### src/rtl/alu_pipe.sv
// Two-stage pipelined ALU: s1 registers the operation, the ALU is combinational
// from s1, and s2 holds the result plus its error bit. Registered Z/V/N flags, sticky error.
module alu_pipe #(
  parameter int WIDTH = 16,
  parameter int LANE  = 4
) (
  input  logic             clk,
  input  logic             rst_n,
  input  logic             in_valid,
  output logic             in_ready,
  input  logic [3:0]       in_op,
  input  logic [WIDTH-1:0] in_a,
  input  logic [WIDTH-1:0] in_b,
  output logic             out_valid,
  input  logic             out_ready,
  output logic [WIDTH-1:0] out_result,
  output logic             out_err,
  output logic [2:0]       flags,
  output logic             err_sticky,
  input  logic             err_clr
);

  localparam int SHW   = $clog2(WIDTH);
  localparam int NLANE = WIDTH / LANE;
  localparam int NBYTE = WIDTH / 8;

  localparam logic [3:0] OP_ADD = 4'h0;
  localparam logic [3:0] OP_SUB = 4'h1;
  localparam logic [3:0] OP_XOR = 4'h2;
  localparam logic [3:0] OP_RED = 4'h3;
  localparam logic [3:0] OP_SLL = 4'h4;
  localparam logic [3:0] OP_SRA = 4'h5;
  localparam logic [3:0] OP_ROR = 4'h6;
  localparam logic [3:0] OP_PAD = 4'h7;
  localparam logic [3:0] OP_LLB = 4'h8;
  localparam logic [3:0] OP_LHB = 4'h9;

  logic             r_s1_valid;
  logic [3:0]       r_s1_op;
  logic [WIDTH-1:0] r_s1_a;
  logic [WIDTH-1:0] r_s1_b;
  logic             r_s2_valid;
  logic [WIDTH-1:0] r_s2_result;
  logic             r_s2_err;
  logic [2:0]       r_flags;
  logic             r_err_sticky;

  logic             w_s1_load;
  logic             w_s1_adv;
  logic [SHW-1:0]   w_amt;
  logic [WIDTH-1:0] w_sum;
  logic [WIDTH-1:0] w_dif;
  logic             w_add_ov;
  logic             w_sub_ov;
  logic [WIDTH-1:0] w_red;
  logic [WIDTH-1:0] w_padd;
  logic [LANE:0]    w_lsum;
  logic [WIDTH-1:0] w_result;
  logic             w_err;
  logic             w_wr_zn;
  logic             w_wr_v;

  // Handshake: a beat moves on a rising edge only when valid && ready; the sender
  // holds its payload while valid && !ready. in_ready depends only on registered
  // state and out_ready, never on in_valid.
  assign w_s1_adv  = r_s1_valid && (!r_s2_valid || out_ready);
  assign in_ready  = !r_s1_valid || w_s1_adv;
  assign w_s1_load = in_valid && in_ready;

  assign w_amt    = r_s1_b[SHW-1:0];
  assign w_sum    = r_s1_a + r_s1_b;
  assign w_dif    = r_s1_a - r_s1_b;
  assign w_add_ov = (r_s1_a[WIDTH-1] == r_s1_b[WIDTH-1]) && (w_sum[WIDTH-1] != r_s1_a[WIDTH-1]);
  assign w_sub_ov = (r_s1_a[WIDTH-1] != r_s1_b[WIDTH-1]) && (w_dif[WIDTH-1] != r_s1_a[WIDTH-1]);

  always_comb begin
    w_red = '0;
    for (int i = 0; i < NBYTE; i++) begin
      w_red = w_red + WIDTH'(r_s1_a[8*i +: 8]) + WIDTH'(r_s1_b[8*i +: 8]);
    end
  end

  // Each lane is summed one bit wider; differing top two bits mean saturation.
  always_comb begin
    w_padd = '0;
    w_lsum = '0;
    for (int i = 0; i < NLANE; i++) begin
      w_lsum = {r_s1_a[i*LANE+LANE-1], r_s1_a[i*LANE +: LANE]}
             + {r_s1_b[i*LANE+LANE-1], r_s1_b[i*LANE +: LANE]};
      if (w_lsum[LANE] != w_lsum[LANE-1]) begin
        w_padd[i*LANE +: LANE] = w_lsum[LANE] ? {1'b1, {(LANE-1){1'b0}}}
                                              : {1'b0, {(LANE-1){1'b1}}};
      end else begin
        w_padd[i*LANE +: LANE] = w_lsum[LANE-1:0];
      end
    end
  end

  always_comb begin
    w_result = '0;
    w_err    = 1'b0;
    w_wr_zn  = 1'b0;
    w_wr_v   = 1'b0;
    case (r_s1_op)
      OP_ADD: begin w_result = w_sum; w_err = w_add_ov; w_wr_zn = 1'b1; w_wr_v = 1'b1; end
      OP_SUB: begin w_result = w_dif; w_err = w_sub_ov; w_wr_zn = 1'b1; w_wr_v = 1'b1; end
      OP_XOR: begin w_result = r_s1_a ^ r_s1_b; w_wr_zn = 1'b1; end
      OP_RED: w_result = w_red;
      OP_SLL: begin w_result = r_s1_a << w_amt; w_wr_zn = 1'b1; end
      OP_SRA: begin w_result = $unsigned($signed(r_s1_a) >>> w_amt); w_wr_zn = 1'b1; end
      // A shift by the full width yields zero, so amount 0 returns a unchanged.
      OP_ROR: begin
        w_result = (r_s1_a >> w_amt) | (r_s1_a << (WIDTH - int'(w_amt)));
        w_wr_zn  = 1'b1;
      end
      OP_PAD: w_result = w_padd;
      OP_LLB: w_result = {r_s1_a[WIDTH-1:8], r_s1_b[7:0]};
      OP_LHB: w_result = {r_s1_b[7:0], r_s1_a[WIDTH-9:0]};
      default: begin w_result = '0; w_err = 1'b1; end
    endcase
  end

  always_ff @(posedge clk or negedge rst_n) begin
    if (!rst_n) begin
      r_s1_valid <= 1'b0;
      r_s1_op    <= '0;
      r_s1_a     <= '0;
      r_s1_b     <= '0;
    end else begin
      if (w_s1_load) begin
        r_s1_valid <= 1'b1;
        r_s1_op    <= in_op;
        r_s1_a     <= in_a;
        r_s1_b     <= in_b;
      end else if (w_s1_adv) begin
        r_s1_valid <= 1'b0;
      end
    end
  end

  always_ff @(posedge clk or negedge rst_n) begin
    if (!rst_n) begin
      r_s2_valid  <= 1'b0;
      r_s2_result <= '0;
      r_s2_err    <= 1'b0;
    end else begin
      if (w_s1_adv) begin
        r_s2_valid  <= 1'b1;
        r_s2_result <= w_result;
        r_s2_err    <= w_err;
      end else if (out_ready) begin
        r_s2_valid  <= 1'b0;
      end
    end
  end

  // flags = {Z, V, N}; a set of err_sticky wins over a simultaneous clear.
  always_ff @(posedge clk or negedge rst_n) begin
    if (!rst_n) begin
      r_flags      <= 3'b000;
      r_err_sticky <= 1'b0;
    end else begin
      if (w_s1_adv && w_wr_zn) begin
        r_flags[2] <= (w_result == '0);
        r_flags[0] <= w_result[WIDTH-1];
      end
      if (w_s1_adv && w_wr_v) begin
        r_flags[1] <= w_err;
      end
      if (w_s1_adv && w_err) begin
        r_err_sticky <= 1'b1;
      end else if (err_clr) begin
        r_err_sticky <= 1'b0;
      end
    end
  end

  assign out_valid  = r_s2_valid;
  assign out_result = r_s2_result;
  assign out_err    = r_s2_err;
  assign flags      = r_flags;
  assign err_sticky = r_err_sticky;

endmodule
### config.mk
export PLATFORM = sky130hd
export DESIGN_NAME = alu_pipe
export DESIGN_NICKNAME = d
export VERILOG_FILES = /design/src/rtl/alu_pipe.sv
export SDC_FILE = /design/constraint.sdc
export NUM_CORES = 1
export LEC_CHECK = 0
export BUFFER_PORTS_ARGS = -buffer_cell sky130_fd_sc_hd__buf_2
export CAP_MARGIN = 20
export CELL_PAD_IN_SITES_DETAIL_PLACEMENT = 0
export CELL_PAD_IN_SITES_GLOBAL_PLACEMENT = 1
export CORE_MARGIN = 5
export CORE_UTILIZATION = 48
export CTS_CLUSTER_SIZE = 8
export DETAILED_ROUTE_END_ITERATION = 10
export PLACE_DENSITY = 0.92
export SYNTH_ARGS = -nofsm -noshare
export SYNTH_HDL_FRONTEND = slang
export SYNTH_SLANG_ARGS = --single-unit
### constraint.sdc
create_clock -name clk -period 6.3 [get_ports clk]
set_input_delay 0.63 -clock clk [delete_from_list [all_inputs] [get_ports clk]]
set_output_delay 0.63 -clock clk [all_outputs]
set_load 0.05 [all_outputs]
==> metrics, run 1 <==
multi-input logic area=between 6000 and 7000 um^2; Crit. End Element=flip-flop; initial antenna violation count=0; setup TNS=0 ns; leakage power=a little under 4 nW; Vias=about 8500; Gate power share=0.662; input/output buffers=63; syn_nets=roughly 1100; setup ws final=approximately 1.5 ns; Die Area=20600 um^2; layout cells sized above 1=0.211; filler cell count=1658; Worst Max-Slew Pin Slew=around 1.1 ns; biggest area consumer among synthesized cells=dfrtp_1; Slew Limit Fails=0; htree depth=3; DR WL/cell=26.0 um; Top FF cell, synth=dfrtp_1; die height=between 100 and 150 um; Power Total=~0.0034 W; Post-synth EDFFs=0; number of global-route vias before repair=7922; synthesized area per cell=8.65 um^2; Cells after Synth=around 990; synth warn=0; # Max-Cap Violations=0; DP HPWL=around 24 mm; fmax=about 210 MHz; post-CTS setup buffer count=0; Yosys top cell area share=0.173; Skew-Pair Late Insertion Delay=between 0.3 and 0.4 ns; clock power share=0.164; Root Driver=clkbuf_16; PwrDens=roughly 370 nW/um^2; crit path launch type=flip-flop; initial core utilization=0.492; Final ANT Viol Nets=0; pin count of the biggest net entering global routing=60; Commonest cells post-synth=inv_1 (72), nor2_1 (64), dfrtp_1 (59); FP Rows=48; Sw Share=0.514; I/O pin count=64; ANT cells=0; remaining global-route overflow=0; final hold vios=0; Inserted Clock Buffers=9; Tcrit/Tclk final=0.756; clock skew=approximately 0.0095 ns; slew margin rel.=0.264; Critical Path AT=5.00 ns; Final #Nets=1107; register area=between 1000 and 1500 um^2; drt first pass iters=5; Sequential Power Share=0.174; CTS tree=done; count leader, synth=inv_1; clock buffer depth=2; pre-CTS setup slack=between 1.5 and 2 ns; post-synthesis cell area=between 8000 and 9000 um^2; CP required=about 6.5 ns; Hold Slack=about 0.46 ns; Area Growth Syn to Fin=8.10%; Tmin final=roughly 4.8 ns; worst hold-check path type=input port to asynchronous set/reset pin; status=finished clean; DR vias/cell=6.87; CORE AREA=~17000 um^2; Crit Path Max Fanout=13; DRT iter0 DRCs=roughly 1200; Placer Congestion=1.05; share of the yosys chip area belonging to registers=0.173; Yosys cell types=104; RSZ-0062 raised after global routing=false; Synth Register Bits=between 50 and 60; Final Util=0.532; DRC=0; post-cts resize count=0; clk slew on worst S/H paths=around 0.060 ns; NetSw=~0.0018 W; final-report setup violation count=0; Hold-fix buffers, CTS=0; GRT Total Usage=0.312; R2R cell count=14; Power Internal=0.00167 W; top cells by area, synth=dfrtp_1 (17%), mux4_2 (6.6%), mux2_2 (6.5%); first-pass GRT wire length=48.9 mm; clk sinks=between 50 and 60; critical path class=flip-flop to flip-flop; Peak VDD IR=about 0.00019 V; die width=143 um; ys async rst share=1.00; final WL=32.1 mm
-- cells in the final DEF (no fill, tap or decap), drive strengths merged, types with 11 or more instances in the layout --
cell     synthesis  layout
dfrtp           59      59
a21oi           45      45
o211ai          12      12
mux2i           36      36
nand2           58      58
a21o            11      11
nor4            18      18
nor2            65      65
a211oi          18      18
mux4            29      29
a2111oi         15      15
ha              44      44
buf             34      86
mux2            50      50
and2            12      12
o21ai           58      58
nor3            31      31
nand2b          18      18
fa              21      21
inv             72      74
nor2b           17      17
o22ai           12      12
-- stage by stage --
step           area [um^2]  std cells
2_1_floorplan         8540        988
3_3_place_gp          8900       1214
3_5_place_dp          8900       1214
4_1_cts               9220       1230
5_1_grt               9240       1231
6_report              9240       1231
-- routing by layer --
| layer | routed length [um] | global-route usage |
|---|---|---|
| met5 | 0 | 0 |
| met4 | 1390 | 0.133 |
| met1 | 13200 | 0.445 |
| met2 | 13600 | 0.457 |
| met3 | 3860 | 0.0686 |
-- cell families after synthesis --
logic type               Yosys count  synth area share
AO/OA/AOI/OAI                    284             0.242
XOR/XNOR                          12            0.0132
adder cells (fa/ha/maj)           65             0.114
buffers and inverters            158            0.0817
flip-flops                        59             0.173
multiplexers                     115             0.187
AND/OR/NAND/NOR                  295             0.190
-- worst paths after layout --
check | start | to | slack (ns)
min in group clk | err_clr | err_sticky | 0.47
max reg2reg | r_s1_a[1] | flags[2] | 1.54
max | r_s1_a[1] | flags[2] | 1.54
min reg2reg | out_result[11] | out_result[11] | 0.47
max in group asynchronous | rst_n | r_s1_b[0] | 5.27
min | rst_n | out_result[2] | 0.46
-- flip-flops by register name, summed over array words and instances (netlist names) --
name and cells:
r_s1_valid 1, r_s1_a 16, out_err 1, r_s1_b 16, out_valid 1, out_result 16
flags 3, err_sticky 1, r_s1_op 4
-- power by group through the flow --
stage,registers [W],clock network [W],logic [W]
6_report,0.000599,0.000565,0.00228
2_1_floorplan,0.000742,0,0.00151
3_5_place_dp,0.000602,0,0.00221
4_1_cts,0.000595,0.000572,0.00222
3_3_place_gp,0.000597,0,0.00220
5_1_grt,0.000612,0.000582,0.00245
-- critical path, stage by stage (launching register included) --
cell and delay, ns:
dfrtp_1 0.66, inv_1 0.18, fa_1 0.59, fa_1 0.41, inv_1 0.07, ha_1 0.18, inv_1 0.06, fa_1 0.47
a211o_1 0.11, a21oi_1 0.05, a21o_1 0.15, a2111oi_0 0.92, and4_1 0.40, nand4_1 0.14, o41ai_2 0.25
-- layout make-up --
type | instances | area share
multi-input cells | 771 | 0.690
clock inverters | 7 | 0.0108
clock buffers | 9 | 0.0244
flip-flops and latches | 59 | 0.160
inverters | 73 | 0.0297
repair buffers | 87 | 0.0542
well taps | 225 | 0.0305
Note: power is estimated with default switching activity, not from simulation.
==> run 2: changes to the inputs <==
--- a/config.mk
+++ b/config.mk
@@ -5,12 +5,13 @@
 export SDC_FILE = /design/constraint.sdc
 export NUM_CORES = 1
 export LEC_CHECK = 0
+export ABC_AREA = 1
 export BUFFER_PORTS_ARGS = -buffer_cell sky130_fd_sc_hd__buf_2
 export CAP_MARGIN = 20
 export CELL_PAD_IN_SITES_DETAIL_PLACEMENT = 0
 export CELL_PAD_IN_SITES_GLOBAL_PLACEMENT = 1
 export CORE_MARGIN = 5
-export CORE_UTILIZATION = 48
+export CORE_UTILIZATION = 43
 export CTS_CLUSTER_SIZE = 8
 export DETAILED_ROUTE_END_ITERATION = 10
 export PLACE_DENSITY = 0.92
==> constraint.sdc (replaced) <==
create_clock -name clk -period 4.6 [get_ports clk]
set_input_delay 0.46 -clock clk [delete_from_list [all_inputs] [get_ports clk]]
set_output_delay 0.46 -clock clk [all_outputs]
set_load 0.05 [all_outputs]
==> run 2 against run 1 <==
- critical path depth grew 2
- sequential cell count is the same
- synthesized cell count grew 48%
- sequential power increased by 33%
- total power up 35%
- clock skew up 0.00098 ns
- critical endpoint unchanged
- highest routed layer unchanged
==> metrics, run 2 <==
DRC=0 (unchanged); FP Rows=50 (+4.2%); Post-synth EDFFs=0 (unchanged); input/output buffers=63 (unchanged); pre-CTS setup slack=0.926 ns (-0.710 ns); Tmin final=3.75 ns (-1.01 ns); DP HPWL=30.1 mm (+25%); Slew Limit Fails=0 (unchanged); Final #Nets=1610 (+45%); PwrDens=520 nW/um^2 (+39%); setup ws final=0.847 ns (-0.691 ns); synthesized area per cell=5.58 um^2 (-35%); Hold-fix buffers, CTS=0 (unchanged); post-CTS setup buffer count=0 (unchanged); Worst Max-Slew Pin Slew=0.971 ns (-0.105 ns); final WL=37.6 mm (+17%); clk slew on worst S/H paths=0.06 ns (about the same); GRT Total Usage=0.338 (+0.0254); layout cells sized above 1=0.0749 (-0.136); die width=148 um (+3.2%); most frequent cells in the layout=nand2_1 (518), nand3_1 (231), nor2_1 (174); crit path launch type=flip-flop; slew margin rel.=0.351 (+0.0864); I/O pin count=64 (unchanged); R2R setup slack=0.85 ns (-0.69 ns); critical path class=flip-flop to flip-flop; Skew-Pair Late Insertion Delay=0.34 ns (about the same); status=finished clean; initial core utilization=0.438 (-0.0547); first-pass GRT wire length=56.5 mm (+16%); post-cts resize count=0 (unchanged); Crit. End Element=flip-flop; drt first pass iters=6 (+1); Critical Path AT=3.98 ns (-1.02 ns); Final ANT Viol Nets=0 (unchanged); R2R cell count=16 (+2); Placer Congestion=1.06 (+1.0%); Yosys top cell area share=0.238 (+0.0652); final-report setup violation count=0 (unchanged); Top FF cell, synth=dfrtp_1; clk sinks=59 (unchanged); Peak VDD IR=0.000253 V (+32%); biggest area consumer among synthesized cells=nand2_1; CORE AREA=18700 um^2 (+7.8%); leakage power=5.00 nW (+26%); clock buffer depth=2 (unchanged); Commonest cells post-synth=nand2_1 (519), nand3_1 (231), nor2_1 (175); Inserted Clock Buffers=9 (unchanged); setup TNS=0 ns (unchanged); Area Growth Syn to Fin=9.48%; ys async rst share=1.00 (unchanged); Yosys cell types=34 (-67%); terminus of the critical flop-to-flop path=flags[2]; synth warn=0 (unchanged); share of the yosys chip area belonging to registers=0.180 (+0.00758); DR vias/cell=5.81 (-15%); DRT iter0 DRCs=1179 (-1.1%); CTS tree=done; count leader, synth=nand2_1; htree depth=3 (unchanged); clock skew=0.0105 ns (+0.000976 ns); Cells after Synth=1466 (+48%); Die Area=21900 um^2 (+6.4%); DR WL/cell=21.6 um (-17%); ANT cells=0 (unchanged); syn_nets=1572 (+44%); top cells by area, synth=nand2_1 (24%), dfrtp_1 (18%), nand3_1 (14%); worst hold-check path type=input port to asynchronous set/reset pin; initial antenna violation count=0 (unchanged); final hold vios=0 (unchanged); die height=148 um (+3.2%); post-synthesis cell area=8190 um^2 (-4.2%); Tcrit/Tclk final=0.816 (+0.0600); Root Driver=clkbuf_16; Synth Register Bits=59 (unchanged); CP required=4.83 ns (-1.71 ns); Final Util=0.479 (-0.0531); fmax=266 MHz (+27%); Vias=10100 (+20%); RSZ-0062 raised after global routing=false; Crit Path Max Fanout=18 (+5); # Max-Cap Violations=0 (unchanged); number of global-route vias before repair=9332 (+18%); pin count of the biggest net entering global routing=60 (unchanged); most common cell after layout, fill and taps aside=nand2_1; remaining global-route overflow=0 (unchanged); RR Startpoint=r_s1_b[0]
run 2: metal layers:
metal  wire, um  GRT usage  vias up
met5          0          0        -
met4       2070      0.166        0
met1      15400      0.458     4630
met3       3860     0.0628      102
li1           -          -     4776
met2      16300      0.517      611
run 2: worst max-delay path by stage:
stage	slack, ns	start	to
finish	0.85	r_s1_b[0]	flags[2]
floorplan	1.10	r_s1_b[1]	flags[2]
global placement	0.95	r_s1_a[5]	flags[2]
CTS	0.91	r_s1_a[1]	flags[2]
detailed placement	0.93	r_s1_a[1]	flags[2]
global route	0.54	r_s1_a[1]	flags[2]
run 2: critical path, cell delays in order, from the launching register on:
cell and delay [ns]:
dfrtp_1 0.65, buf_4 0.35, inv_2 0.06, ha_1 0.61, inv_1 0.41, nand3_1 0.19, nand2_1 0.07, o21ai_0 0.27
nand2_1 0.09, a21oi_1 0.40, nor2_1 0.16, nand2_1 0.10, nor2_1 0.04, nand2_1 0.06, nor2_1 0.04, nand3_1 0.06
nand2_1 0.05
run 2: area by class of cell:
| type | instances | area, um^2 |
|---|---|---|
| fill | 2069 | 9740 |
| multi-input combinational | 1185 | 5830 |
| sequential | 59 | 1480 |
| inverter | 166 | 623 |
| timing repair buffer | 83 | 465 |
| tap | 234 | 293 |
| clock buffer | 10 | 239 |
| clock inverter | 5 | 30.0 |
run 2: cells by family (layout without fill, tap and decap cells):
logic type | after synthesis | after routing | share of synthesized area
multiplexers | 2 | 2 | 0.00275
buffers and inverters | 222 | 264 | 0.107
adder cells (fa/ha/maj) | 65 | 65 | 0.119
AO/OA/AOI/OAI | 143 | 143 | 0.0929
flip-flops | 59 | 59 | 0.180
XOR/XNOR | 5 | 5 | 0.00535
AND/OR/NAND/NOR | 970 | 970 | 0.493
run 2: stage by stage:
step / hold WS [ns] / total power [W] / area (um^2) / instances
2_1_floorplan: 0.164 / 0.00303 / 8190 / 1466
3_3_place_gp: 0.459 / 0.00393 / 8690 / 1727
3_5_place_dp: 0.464 / 0.00393 / 8690 / 1727
4_1_cts: 0.307 / 0.00457 / 8960 / 1742
5_1_grt: 0.324 / 0.00501 / 8960 / 1742
6_report: 0.275 / 0.00466 / 8960 / 1742
run 2: where the power goes:
group,switching (W),internal [W],leakage (nW),total (W)
combinational,0.00229,0.000936,4.18,0.00323
sequential,0.000151,0.000647,0.690,0.000798
clock,0.000260,0.000373,0.130,0.000633
==> run 3: changes to the inputs <==
==> constraint.sdc (replaced) <==
create_clock -name clk -period 3.7 [get_ports clk]
set_input_delay 0.37 -clock clk [delete_from_list [all_inputs] [get_ports clk]]
set_output_delay 0.37 -clock clk [all_outputs]
set_load 0.05 [all_outputs]
==> run 3 against run 2 <==
- total power grew 32%
- fmax up 9.2%
- wire length is 5.4% higher
- utilization is 2.0 points higher
- design area is 4.2% higher
- final cell count rose by 2.4%
- sequential cell count unchanged
- clock power rose by 47%
- via count up 1.4%
- die area stayed put
- largest cell class unchanged
==> metrics, run 3 (synthesized netlist as in run 2, its figures left out) <==
worst hold-check path type=input port to flip-flop; final hold vios=0 (unchanged); layout cells sized above 1=0.0994 (+0.0244); Sequential Power Share=0.152 (-0.019); critical path, cell by cell=inv_1 -> fa_1 -> fa_1 -> inv_1 -> ha_1 -> nand3_1 -> nand2_1 -> nand2_1 -> nand3_1 -> nand3_1 -> nor2_1 -> nand4_1 -> nor2_1 -> nand2_1 -> nor2_1 -> nand3_1 -> nand2_1; Power Total=0.00616 W (+32%); final-report setup violation count=0 (unchanged); setup TNS=0 ns (unchanged); GRT Total Usage=0.354 (+0.0164); DRC=0 (unchanged); Final ANT Viol Nets=0 (unchanged); Placer Congestion=1.14 (+7.1%); # Max-Cap Violations=0 (unchanged); critical path class=flip-flop to flip-flop; Inserted Clock Buffers=9 (unchanged); Vias=10300 (+1.4%); pin count of the biggest net entering global routing=54 (-10%); Crit Path Max Fanout=5 (-13); CORE AREA=18700 um^2 (unchanged); drt first pass iters=6 (unchanged); Gate power share=0.696 (+0.003); fmax=291 MHz (+9.2%); I/O pin count=64 (unchanged); DRT iter0 DRCs=1087 (-7.8%); clock buffer depth=2 (unchanged); Power Internal=0.00269 W (+38%); clk slew on worst S/H paths=0.06 ns (about the same); DR vias/cell=5.75 (-1.0%); Critical Path AT=3.71 ns (-0.27 ns); slew margin rel.=0.224 (-0.126); Area Growth Syn to Fin=14.1%; Peak VDD IR=0.000397 V (+57%); most common cell after layout, fill and taps aside=nand2_1; htree depth=3 (unchanged); remaining global-route overflow=0 (unchanged); filler cell count=2059 (-0.48%); RSZ-0062 raised after global routing=false; initial antenna violation count=0 (unchanged); crit path launch type=flip-flop; CP max stage cell=fa_1; Die Area=21900 um^2 (unchanged); Root Driver=clkbuf_16; initial core utilization=0.438 (unchanged); input/output buffers=63 (unchanged); Final #Nets=1651 (+2.5%); Tcrit/Tclk final=0.928 (+0.113); CP required=3.98 ns (-0.85 ns); status=finished clean; CTS tree=done; most frequent cells in the layout=nand2_1 (518), nand3_1 (231), nor2_1 (175); final WL=39.7 mm (+5.4%); Sw Share=0.563 (-0.0173); count of non-filler cells in the finished layout=1784 (+2.4%); clock power share=0.151 (+0.015); register area=1480 um^2 (about the same); PwrDens=659 nW/um^2 (+27%); Skew-Pair Late Insertion Delay=0.34 ns (about the same); die height=148 um (unchanged); Slew Limit Fails=0 (unchanged); number of global-route vias before repair=9452 (+1.3%); die width=148 um (unchanged); Worst Max-Slew Pin Slew=1.16 ns (+0.189 ns); Crit. End Element=flip-flop; # placed instances=1766 (+2.3%); DR WL/cell=22.2 um (+2.9%); FP Rows=50 (unchanged); ANT cells=0 (unchanged); leakage power=5.23 nW (+4.5%); clk sinks=59 (unchanged); Largest stage delay, worst path=0.52 ns (-0.13 ns); clock skew=0.00883 ns (-0.00162 ns); first-pass GRT wire length=58.8 mm (+4.0%); Tmin final=3.43 ns (-0.318 ns); NetSw=0.00346 W (+28%); DP HPWL=32.1 mm (+6.7%); multi-input logic area=5830 um^2 (about the same)
run 3: changes by cell type in the layout (fill, tap and decap cells not counted), sizes merged:
cell         delta
buf            +40
clkinv          -1
dlygate4sd3     +1
bufinv          +2
run 3: per-stage QoR:
stage / area [um^2] / util / setup WS, ns / hold WS, ns
2_1_floorplan: 8190 / - / 0.202 / 0.0744
3_3_place_gp: 8980 / 0.480 / 0.142 / 0.458
3_5_place_dp: 8980 / 0.480 / 0.196 / 0.460
4_1_cts: 9310 / 0.498 / 0.203 / 0.202
5_1_grt: 9340 / 0.499 / 0.00653 / 0.255
6_report: 9340 / 0.499 / 0.265 / 0.216
run 3: worst max-delay path: cells and delay by family, from the launching register on:
family	cells	cell delay, ns
buffers and inverters	2	0.20
flip-flops	1	0.43
AND/OR/NAND/NOR	12	1.36
adder cells (fa/ha/maj)	3	1.40
run 3: area by class of cell:
class	instances	area share
clock buffers	10	0.0256
flip-flops and latches	59	0.158
multi-input cells	1185	0.624
inverters	166	0.0667
well taps	234	0.0313
clock inverters	6	0.00951
repair buffers	124	0.0844
run 3: path summary, 6_finish.rpt:
kind	startpoint	end	slack (ns)	depth (start not counted)
worst min register to register	out_result[3]	out_result[3]	0.47	2
min in group asynchronous	rst_n	out_result[12]	0.48	2
worst max-delay path	r_s1_a[3]	flags[2]	0.27	17
worst max register to register	r_s1_a[3]	flags[2]	0.27	17
worst min-delay path	err_clr	err_sticky	0.22	2
max in group asynchronous	rst_n	r_s1_a[14]	2.45	4
run 3: timing repair:
action,CTS,global route
gates resized for setup,0,1
hold buffers,0,1
endpoints found under the hold margin,0,12
buffers inserted,0,0
setup endpoints to repair,0,1
run 3: power groups by stage:
stage / logic [W] / registers (W) / clock network [W]
after CTS: 0.00417 / 0.000931 / 0.000946
after detailed placement: 0.00416 / 0.000939 / 0
final: 0.00429 / 0.000938 / 0.000931
after global placement: 0.00419 / 0.000933 / 0
after floorplan: 0.00248 / 0.00129 / 0
after global routing: 0.00466 / 0.000950 / 0.000968
run 3: per-layer routing:
| metal | share of wire | track usage | vias to the layer above |
|---|---|---|---|
| met5 | 0 | 0 | - |
| met4 | 0.057 | 0.182 | 0 |
| met3 | 0.086 | 0.0521 | 122 |
| met2 | 0.44 | 0.554 | 571 |
| met1 | 0.42 | 0.476 | 4709 |
| li1 | - | - | 4857 |
